===== src/rtl/i2c_pkg.sv =====
// Shared types and constants for the I2C target responder.
package i2c_pkg;

    // Protocol FSM states.
    typedef enum logic [2:0] {
        IDLE,
        ADDR,
        ACK_ADDR,
        WR_PTR,
        WR_BYTE,
        RD_BYTE,
        RD_ACK,
        IGNORE
    } i2c_state_e;

    // Sub-phase used around the 9th clock of a byte.
    //   AP_NONE  : shifting data bits
    //   AP_ARM   : byte done, pull SDA at the next SCL fall
    //   AP_DRIVE : holding SDA low, release at the next SCL fall
    //   AP_MACK  : master ACKed a read byte, load the next one at the next fall
    typedef enum logic [1:0] {
        AP_NONE,
        AP_ARM,
        AP_DRIVE,
        AP_MACK
    } ack_phase_e;

    localparam logic [6:0] SLAVE_ADDR_DEFAULT = 7'h10;
    localparam int         DEPTH_DEFAULT      = 16;

    localparam logic ACK_BIT  = 1'b0;
    localparam logic NACK_BIT = 1'b1;

endpackage


===== src/rtl/i2c_bus_sync.sv =====
// Two-flop synchronizers on SCL/SDA plus a registered copy for edge and
// START/STOP detection. All detect outputs are combinational from the
// synchronized stage, so the FSM acts on the third PCLK after a bus change.
module i2c_bus_sync (
    input  logic clk,
    input  logic rst_n,
    input  logic scl_in,
    input  logic sda_in,
    output logic scl_rise,
    output logic scl_fall,
    output logic start_det,
    output logic stop_det,
    output logic sda_s
);

    logic scl_meta_q, scl_sync_q, scl_prev_q;
    logic sda_meta_q, sda_sync_q, sda_prev_q;

    // Synchronizer chains; idle bus level is high, so reset to 1.
    always_ff @(posedge clk or negedge rst_n) begin
        if (!rst_n) begin
            scl_meta_q <= 1'b1;
            scl_sync_q <= 1'b1;
            scl_prev_q <= 1'b1;
            sda_meta_q <= 1'b1;
            sda_sync_q <= 1'b1;
            sda_prev_q <= 1'b1;
        end else begin
            scl_meta_q <= scl_in;
            scl_sync_q <= scl_meta_q;
            scl_prev_q <= scl_sync_q;
            sda_meta_q <= sda_in;
            sda_sync_q <= sda_meta_q;
            sda_prev_q <= sda_sync_q;
        end
    end

    assign scl_rise  = scl_sync_q & ~scl_prev_q;
    assign scl_fall  = ~scl_sync_q & scl_prev_q;
    assign start_det = scl_sync_q & sda_prev_q & ~sda_sync_q;
    assign stop_det  = scl_sync_q & ~sda_prev_q & sda_sync_q;
    assign sda_s     = sda_sync_q;

endmodule


===== src/rtl/i2c_slave_responder.sv =====
// I2C target with a small byte-wide register file. Write traffic sets a
// pointer then auto-increments through the file; reads stream from the
// pointer until the master NACKs.
//
//  state    | meaning
//  ---------+------------------------------------------------------
//  IDLE     | bus free, waiting for START
//  ADDR     | shifting 7-bit address + R/W
//  ACK_ADDR | address matched, ACKing it
//  WR_PTR   | receiving the pointer byte, then ACK
//  WR_BYTE  | receiving data bytes into file[ptr++], ACK each
//  RD_BYTE  | driving file[ptr] MSB first
//  RD_ACK   | sampling master ACK/NACK on the 9th clock
//  IGNORE   | not addressed or NACKed, wait for START/STOP
module i2c_slave_responder
    import i2c_pkg::*;
#(
    parameter logic [6:0] SLAVE_ADDR = SLAVE_ADDR_DEFAULT,
    parameter int         DEPTH      = DEPTH_DEFAULT,
    parameter int         PTR_W      = 4
) (
    input  logic             PCLK,
    input  logic             PRESETn,
    input  logic             scl_in,
    input  logic             sda_in,
    output logic             sda_oe,
    input  logic             ld_we,
    input  logic [PTR_W-1:0] ld_addr,
    input  logic [7:0]       ld_data,
    output logic             wr_strobe,
    output logic [PTR_W-1:0] wr_addr,
    output logic [7:0]       wr_data,
    output logic             busy
);

    localparam logic [PTR_W-1:0] PTR_ONE = 1;

    logic scl_rise, scl_fall, start_det, stop_det, sda_s;

    i2c_bus_sync u_sync (
        .clk       (PCLK),
        .rst_n     (PRESETn),
        .scl_in    (scl_in),
        .sda_in    (sda_in),
        .scl_rise  (scl_rise),
        .scl_fall  (scl_fall),
        .start_det (start_det),
        .stop_det  (stop_det),
        .sda_s     (sda_s)
    );

    i2c_state_e       state_q, state_d;
    ack_phase_e       ap_q, ap_d;
    logic [2:0]       bitcnt_q, bitcnt_d;
    logic [7:0]       shift_q, shift_d;
    logic [PTR_W-1:0] ptr_q, ptr_d;
    logic             rw_q, rw_d;
    logic             sda_oe_q, sda_oe_d;
    logic             busy_q, busy_d;
    logic             wr_strobe_q, wr_strobe_d;
    logic [PTR_W-1:0] wr_addr_q, wr_addr_d;
    logic [7:0]       wr_data_q, wr_data_d;

    logic [7:0] mem_q [DEPTH];
    logic [7:0] rx_byte;
    logic [7:0] rd_word;

    assign rx_byte = {shift_q[6:0], sda_s};
    assign rd_word = mem_q[ptr_q];

    // Register file: I2C commits (registered strobe) take priority over preload.
    always_ff @(posedge PCLK) begin
        for (int i = 0; i < DEPTH; i++) begin
            if (wr_strobe_q && (wr_addr_q == PTR_W'(i))) begin
                mem_q[i] <= wr_data_q;
            end else if (ld_we && (ld_addr == PTR_W'(i))) begin
                mem_q[i] <= ld_data;
            end
        end
    end

    // FSM and datapath state register; reset releases SDA without a clock.
    always_ff @(posedge PCLK or negedge PRESETn) begin
        if (!PRESETn) begin
            state_q     <= IDLE;
            ap_q        <= AP_NONE;
            bitcnt_q    <= '0;
            shift_q     <= '0;
            ptr_q       <= '0;
            rw_q        <= 1'b0;
            sda_oe_q    <= 1'b0;
            busy_q      <= 1'b0;
            wr_strobe_q <= 1'b0;
            wr_addr_q   <= '0;
            wr_data_q   <= '0;
        end else begin
            state_q     <= state_d;
            ap_q        <= ap_d;
            bitcnt_q    <= bitcnt_d;
            shift_q     <= shift_d;
            ptr_q       <= ptr_d;
            rw_q        <= rw_d;
            sda_oe_q    <= sda_oe_d;
            busy_q      <= busy_d;
            wr_strobe_q <= wr_strobe_d;
            wr_addr_q   <= wr_addr_d;
            wr_data_q   <= wr_data_d;
        end
    end

    // Next-state logic; START/STOP override whatever the FSM is doing.
    always_comb begin
        state_d     = state_q;
        ap_d        = ap_q;
        bitcnt_d    = bitcnt_q;
        shift_d     = shift_q;
        ptr_d       = ptr_q;
        rw_d        = rw_q;
        sda_oe_d    = sda_oe_q;
        busy_d      = busy_q;
        wr_strobe_d = 1'b0;
        wr_addr_d   = wr_addr_q;
        wr_data_d   = wr_data_q;

        if (start_det) begin
            state_d  = ADDR;
            ap_d     = AP_NONE;
            bitcnt_d = '0;
            sda_oe_d = 1'b0;
            busy_d   = 1'b0;
        end else if (stop_det) begin
            state_d  = IDLE;
            ap_d     = AP_NONE;
            sda_oe_d = 1'b0;
            busy_d   = 1'b0;
        end else begin
            case (state_q)
                IDLE: begin
                end

                ADDR: begin
                    if (scl_rise) begin
                        shift_d  = rx_byte;
                        bitcnt_d = bitcnt_q + 3'd1;
                        if (bitcnt_q == 3'd7) begin
                            if (rx_byte[7:1] == SLAVE_ADDR) begin
                                busy_d  = 1'b1;
                                rw_d    = rx_byte[0];
                                ap_d    = AP_ARM;
                                state_d = ACK_ADDR;
                            end else begin
                                state_d = IGNORE;
                            end
                        end
                    end
                end

                ACK_ADDR: begin
                    if (scl_fall) begin
                        if (ap_q == AP_ARM) begin
                            sda_oe_d = 1'b1;
                            ap_d     = AP_DRIVE;
                        end else begin
                            ap_d     = AP_NONE;
                            bitcnt_d = '0;
                            if (rw_q) begin
                                // The ACK release fall is also the first data fall.
                                state_d  = RD_BYTE;
                                shift_d  = rd_word;
                                sda_oe_d = ~rd_word[7];
                            end else begin
                                state_d  = WR_PTR;
                                sda_oe_d = 1'b0;
                            end
                        end
                    end
                end

                WR_PTR, WR_BYTE: begin
                    if (ap_q == AP_NONE) begin
                        if (scl_rise) begin
                            shift_d  = rx_byte;
                            bitcnt_d = bitcnt_q + 3'd1;
                            if (bitcnt_q == 3'd7) begin
                                ap_d = AP_ARM;
                                if (state_q == WR_PTR) begin
                                    ptr_d = rx_byte[PTR_W-1:0];
                                end else begin
                                    wr_strobe_d = 1'b1;
                                    wr_addr_d   = ptr_q;
                                    wr_data_d   = rx_byte;
                                    ptr_d       = ptr_q + PTR_ONE;
                                end
                            end
                        end
                    end else if (scl_fall) begin
                        if (ap_q == AP_ARM) begin
                            sda_oe_d = 1'b1;
                            ap_d     = AP_DRIVE;
                        end else begin
                            sda_oe_d = 1'b0;
                            ap_d     = AP_NONE;
                            bitcnt_d = '0;
                            state_d  = WR_BYTE;
                        end
                    end
                end

                RD_BYTE: begin
                    if (scl_fall) begin
                        if (bitcnt_q == 3'd7) begin
                            sda_oe_d = 1'b0;
                            ptr_d    = ptr_q + PTR_ONE;
                            bitcnt_d = '0;
                            ap_d     = AP_NONE;
                            state_d  = RD_ACK;
                        end else begin
                            shift_d  = {shift_q[6:0], 1'b0};
                            sda_oe_d = ~shift_q[6];
                            bitcnt_d = bitcnt_q + 3'd1;
                        end
                    end
                end

                RD_ACK: begin
                    if (ap_q == AP_NONE) begin
                        if (scl_rise) begin
                            if (sda_s == ACK_BIT) begin
                                ap_d = AP_MACK;
                            end else begin
                                busy_d  = 1'b0;
                                state_d = IGNORE;
                            end
                        end
                    end else if (scl_fall) begin
                        ap_d     = AP_NONE;
                        bitcnt_d = '0;
                        state_d  = RD_BYTE;
                        shift_d  = rd_word;
                        sda_oe_d = ~rd_word[7];
                    end
                end

                IGNORE: begin
                    sda_oe_d = 1'b0;
                end

                default: begin
                    state_d  = IDLE;
                    sda_oe_d = 1'b0;
                end
            endcase
        end
    end

    assign sda_oe    = sda_oe_q;
    assign busy      = busy_q;
    assign wr_strobe = wr_strobe_q;
    assign wr_addr   = wr_addr_q;
    assign wr_data   = wr_data_q;

endmodule


===== config.mk =====
export PLATFORM = sky130hd
export DESIGN_NAME = i2c_slave_responder
export DESIGN_NICKNAME = d
export VERILOG_FILES = /design/src/rtl/i2c_pkg.sv /design/src/rtl/i2c_bus_sync.sv /design/src/rtl/i2c_slave_responder.sv
export SDC_FILE = /design/constraint.sdc
export NUM_CORES = 1
export LEC_CHECK = 0
export CAP_MARGIN = 20
export CORE_MARGIN = 3
export CORE_UTILIZATION = 40
export DETAILED_ROUTE_END_ITERATION = 10
export DONT_BUFFER_PORTS = 1
export GPL_ROUTABILITY_DRIVEN = 0
export GPL_TIMING_DRIVEN = 0
export PLACE_DENSITY_LB_ADDON = 0.15
export SETUP_SLACK_MARGIN = 0.1
export SYNTH_ARGS = -nofsm -noshare
export SYNTH_HDL_FRONTEND = slang
export SYNTH_SLANG_ARGS = --single-unit

===== constraint.sdc =====
create_clock -name PCLK -period 3.2 [get_ports PCLK]
set_clock_uncertainty 0.05 [all_clocks]
set_input_delay 0.48 -clock PCLK [delete_from_list [all_inputs] [get_ports PCLK]]
set_output_delay 0.48 -clock PCLK [all_outputs]
set_load 0.005 [all_outputs]

==> impl_metrics.ini, run 1 <==
[run_status]
status = finished, final reports clean

[placement]
placedCellCount = 978
io_buffers = 0
hpwl_mm = 17.6
pre_cts_slack_ns = 0.250

[logic_synthesis]
ys_seq_area_share_pct = 52.8
yosysTopAreaCell = edfxtp_1
synth_top_area_share_pct = 41.6
synthFlopType = edfxtp_1
synth_edf_count = 128
mappedNetlistNets = 713
synth_top_cells_by_area = edfxtp_1 42%, mux2_2 18%, dfrtp_1 9.5%
syn_area_mm2 = 0.00923
postSynthCellCount = 692
ys.warnings.count = 0
synth_cell_type_count = 62
ys_ff_latch = 169
syn_avg_cell_area_um2 = 13.3
synthArstFlopShare_pct = 24.3

[power]
finalPower_uw = 5840
p_leak_uw = 0.00382
power_density_mw_per_mm2 = 567
ir_worst_vdd_mv = 0.293

[detailed_routing]
drt_wl_total_mm = 24.5
dr.first_iter.drc_count = 654
first_pass_iters = 6
drcViolationCount = 0
via_per_inst = 6.05
antenna_left = 0
wire_per_inst_um = 24.2
vias = 6137

[sta]
fin_ws_ns = 0.242
worst_pin_slew_ns = 0.904
fmax_mhz = 338
hold_viol = 0
rsz0062_at_grt = false
drv_slew = 0
setup_viol = 0
finalCriticalPeriod_ns = 2.96
relSlewSlack_pct = 39.3
finalCritPeriodShare_pct = 92.5
tns_ns = 0

[global_routing]
antenna_found_initial = 0
grt_usage_pct = 20.6
grt_max_degree = 42
overflow = 0
grt_pass1_vias = 6225
grt_pass1_wl_mm = 38.0

[cts]
cts_tree = built
cts_buffer_depth = 2
clkSlewWorstSetupHoldPaths_ns = 0.08
post_cts_buffers = 0
cts-buffers-inserted = 17
htreeDepth = 4
cts-root-buf = clkbuf_16
cts_num_sinks = 169
clk_latency_ns = 0.44

[setup_path]
critPathCaptureType = flop
cp.arrival_ns = 3.22
criticalPathCategory = reg -> reg
crit_path_max_fanout = 10
start_kind = flop
cp.required_ns = 3.47

[finish]
final_cells = 1014
layout-drive-gt1-share_pct = 35.3
n_fill_cell = 1943
area_growth_syn_to_layout_pct = 11.6
final_nets = 742
diodes = 0

[floorplan]
die_h_um = 158
die_x_um = 158
io_pins = 32
die-area_mm2 = 0.0249
start_util_pct = 41.5
rows = 54
core-area_mm2 = 0.0222

[worst_hold_path]
min_path_type = in -> reg

[job]
drv_cap = 0
-- cells by family after synthesis --
family / count (synthesis) / share of synthesized area, %
AND/OR/NAND/NOR: 161 / 8.55
adder cells (fa/ha/maj): 4 / 0.542
multiplexers: 199 / 28.3
XOR/XNOR: 1 / 0.0949
buffers and inverters: 56 / 2.77
flip-flops: 169 / 52.8
AO/OA/AOI/OAI: 102 / 6.94
-- repair_timing --
| item | CTS | global route |
|---|---|---|
| endpoints found under the hold margin | 43 | 0 |
| hold buffers | 4 | 0 |
| resized for setup | 0 | 1 |
| setup endpoints to repair | 0 | 1 |
-- registers in the layout, indices dropped and copies added (netlist names), 2 cells and up --
signal and cells:
bitcnt_q 3, state_q 3, ap_q 2, wr_data 8, wr_addr 4, shift_q 7, ptr_q 4, mem_q 128
-- power by group --
group / switching, µW / internal, µW
sequential: 106 / 2450
clock: 1050 / 1070
combinational: 695 / 466
-- per-stage QoR --
| step | util, % | hold slack, ns | instance area, µm² |
|---|---|---|---|
| 2_1_floorplan | - | 0.134 | 9230 |
| 4_1_cts | 46.3 | 0.190 | 10300 |
| 6_report | 46.3 | 0.205 | 10300 |
| 3_5_place_dp | 43.3 | 0.136 | 9620 |
| 5_1_grt | 46.3 | 0.186 | 10300 |
| 3_3_place_gp | 43.1 | 0.136 | 9580 |
-- per-layer routing --
layer	share of wire (%)	wire [µm]	track usage, %
met1	42	10300	27.6
met2	50	12200	34.3
met3	6.5	1590	4.46
met4	1.5	356	5.00
met5	0	0	0
-- cells in the mapped netlist, types with 3 or more instances --
cell type and count:
nand4_1 3, mux4_2 34, nor2b_1 8, mux2i_1 15, a31oi_1 3, o211ai_1 4, nand2b_1 10, o22ai_1 3
a21oi_1 31, nor2_1 25, nor3_1 11, mux2_2 149, a21o_1 3, ha_1 4, a22oi_1 3, buf_6 3
dfstp_2 6, inv_1 3, dfrtp_1 35, nand2_1 63, buf_1 13, clkbuf_1 20, nand3_1 21, edfxtp_1 128
buf_2 15, nor4_1 3, o21ai_0 33
-- cells in the final DEF (no fill, tap or decap), types with 3 or more instances in the layout --
master	n
inv_8	6
dfstp_2	6
dlygate4sd3_1	3
nand4_1	3
clkinv_8	4
mux4_2	34
nor2b_1	8
buf_1	12
clkbuf_16	17
a21oi_1	31
a22oi_1	3
mux2_2	149
buf_2	20
buf_6	3
nand2_1	63
mux2i_1	15
nor4_1	3
o211ai_1	4
dfrtp_1	35
nor3_1	11
a31oi_1	3
nand3_1	21
nand2b_1	10
edfxtp_1	128
clkbuf_1	20
ha_1	4
inv_1	3
a21o_1	3
nor2_1	25
o21ai_0	32
o22ai_1	3
-- path summary, 6_finish.rpt --
| kind | from | to | slack [ns] | depth (start not counted) |
|---|---|---|---|---|
| min in group asynchronous | PRESETn | state_q[0] | 0.49 | 2 |
| min | ld_data[2] | mem_q[13][2] | 0.21 | 1 |
| max | ptr_q[1] | shift_q[2] | 0.24 | 8 |
| max reg2reg | ptr_q[1] | shift_q[2] | 0.24 | 8 |
| max in group asynchronous | PRESETn | u_sync.sda_meta_q | 2.36 | 2 |
| min reg2reg | u_sync.sda_meta_q | u_sync.sda_s | 0.31 | 0 |
-- cell type report --
type | instances | area (µm²) | share of cell area, %
plain buffers | 52 | 246 | 2.39
clock buffers | 17 | 425 | 4.13
clock inverters | 15 | 190 | 1.85
inverters | 4 | 15.0 | 0.146
multi-input cells | 467 | 4100 | 39.8
flip-flops and latches | 169 | 4880 | 47.4
well taps | 280 | 350 | 3.40
repair buffers | 10 | 90.1 | 0.875
-- worst max-delay path: stages (launching register included) --
cell and delay (ns):
dfrtp_1 0.38, buf_2 0.31, clkdlybuf4s15_1 0.77, mux4_2 0.40, mux2i_1 0.34, nor3_1 0.08, a21oi_1 0.15, o21ai_0 0.10
mux2_2 0.26
No activity file was read; power rests on OpenSTA's default activity.
==> run 2: changes to the inputs <==
MAX_ROUTING_LAYER = met4   (was default)
==> run 2 against run 1 <==
Core utilization unchanged. Worst setup slack worse by 0.018 ns. Non-clock buffer count unchanged.
==> impl_metrics.ini, run 2 (synthesis gave the netlist of run 1 again) <==
[run_status]
status = finished, final reports clean

[sta]
fmax_mhz = 336
setup_viol = 0
finalCriticalPeriod_ns = 2.98
relSlewSlack_pct = 39.9
rsz0062_at_grt = false
hold_ws_ns = 0.205
tns_ns = 0
hold_viol = 0
drv_slew = 0
finalCritPeriodShare_pct = 93.0
worst_pin_slew_ns = 0.896

[floorplan]
core-area_mm2 = 0.0222
die_x_um = 158
io_pins = 32
rows = 54
die_h_um = 158
start_util_pct = 41.5
die-area_mm2 = 0.0249

[power]
power_density_mw_per_mm2 = 567
finalPower_uw = 5840
ir_worst_vdd_mv = 0.294
p_leak_uw = 0.00382

[detailed_routing]
first_pass_iters = 5
drcViolationCount = 0
wire_per_inst_um = 24.2
drt_wl_total_mm = 24.6
dr.first_iter.drc_count = 613
vias = 6127
antenna_left = 0
via_per_inst = 6.04

[setup_path]
rr_endpoint = shift_q[2]
crit_path_max_fanout = 10
critPathCaptureType = flop
cp.arrival_ns = 3.24
start_kind = flop
worst_r2r_path_depth = 8
criticalPathCategory = reg -> reg
r2r_slack_ns = 0.22
cp.required_ns = 3.46
r2r_start = ptr_q[1]

[worst_hold_path]
worstHoldPathCells = 1
min_path_type = in -> reg
whs_endpoint = mem_q[13][2]
min_from = ld_data[2]

[cts]
cts-buffers-inserted = 17
clkSlewWorstSetupHoldPaths_ns = 0.08
clk_latency_ns = 0.44
htreeDepth = 4
cts-root-buf = clkbuf_16
cts_num_sinks = 169
post_cts_buffers = 0
cts_buffer_depth = 2
cts_tree = built

[finish]
area_growth_syn_to_layout_pct = 11.6
layout_commonest_cell = mux2_2
post-route-util_pct = 46.3
diodes = 0
largest_register_ffs = 128
top_register = mem_q
mostFrequentLayoutCells = 149 x mux2_2, 128 x edfxtp_1, 63 x nand2_1
final_nets = 742
layout-drive-gt1-share_pct = 35.3
fin_area_mm2 = 0.0103

[placement]
placedInstanceArea_mm2 = 0.00962
hpwl_mm = 17.6
io_buffers = 0

[global_routing]
overflow = 0
antenna_found_initial = 0
grt_usage_pct = 21.2
grt_pass1_wl_mm = 38.0
grt_pass1_vias = 6228
grt_max_degree = 42

[job]
drv_cap = 0
-- run 2: how the worst max path moves through the flow --
| stage | startpoint | endpoint | slack (ns) | depth (start not counted) |
|---|---|---|---|---|
| 6_report | ptr_q[1] | shift_q[2] | 0.22 | 8 |
| 5_1_grt | ptr_q[1] | shift_q[4] | 0.12 | 8 |
| 4_1_cts | ptr_q[1] | shift_q[2] | 0.22 | 8 |
| 3_5_place_dp | ptr_q[1] | shift_q[2] | 0.25 | 8 |
| 3_3_place_gp | ptr_q[1] | shift_q[2] | 0.25 | 8 |
| 2_1_floorplan | bitcnt_q[0] | state_q[0] | 1.04 | 10 |
-- run 2: report_power, final --
group          internal, µW  switching, µW
clock                  1070           1050
combinational           466            698
sequential             2450            106
total                  3990           1850
-- run 2: layout make-up --
class / instances / area (µm²)
Multi-Input combinational cell: 467 / 4100
Inverter: 4 / 15.0
Clock buffer: 17 / 425
Buffer: 52 / 246
Tap cell: 280 / 350
Sequential cell: 169 / 4880
Fill cell: 1943 / 11900
Timing Repair Buffer: 10 / 90.1
Clock inverter: 15 / 190
-- run 2: metrics by stage --
step | setup slack [ns] | std cells
2_1_floorplan | 1.04 | 692
3_3_place_gp | 0.246 | 972
3_5_place_dp | 0.250 | 978
4_1_cts | 0.222 | 1014
5_1_grt | 0.116 | 1014
6_report | 0.223 | 1014
-- run 2: what timing repair did --
action / in CTS / in global routing
gates resized for setup: 0 / 1
hold buffers: 4 / 0
endpoints found under the hold margin: 43 / 0
endpoints found under the setup margin: 0 / 1
-- run 2: per-layer routing --
layer | vias to the layer above | GRT usage [%] | part of all wire [%]
li1 | 2725 | - | -
met1 | 3154 | 27.9 | 43
met2 | 222 | 34.2 | 50
met3 | 26 | 4.16 | 5.6
met4 | 0 | 4.96 | 1.3
met5 | - | - | 0
-- run 2: critical path: stages, from the launching register on --
cell,delay [ns]
dfrtp_1,0.38
buf_2,0.31
clkdlybuf4s15_1,0.76
mux4_2,0.40
mux2i_1,0.33
nor3_1,0.09
a21oi_1,0.16
o21ai_0,0.11
mux2_2,0.26
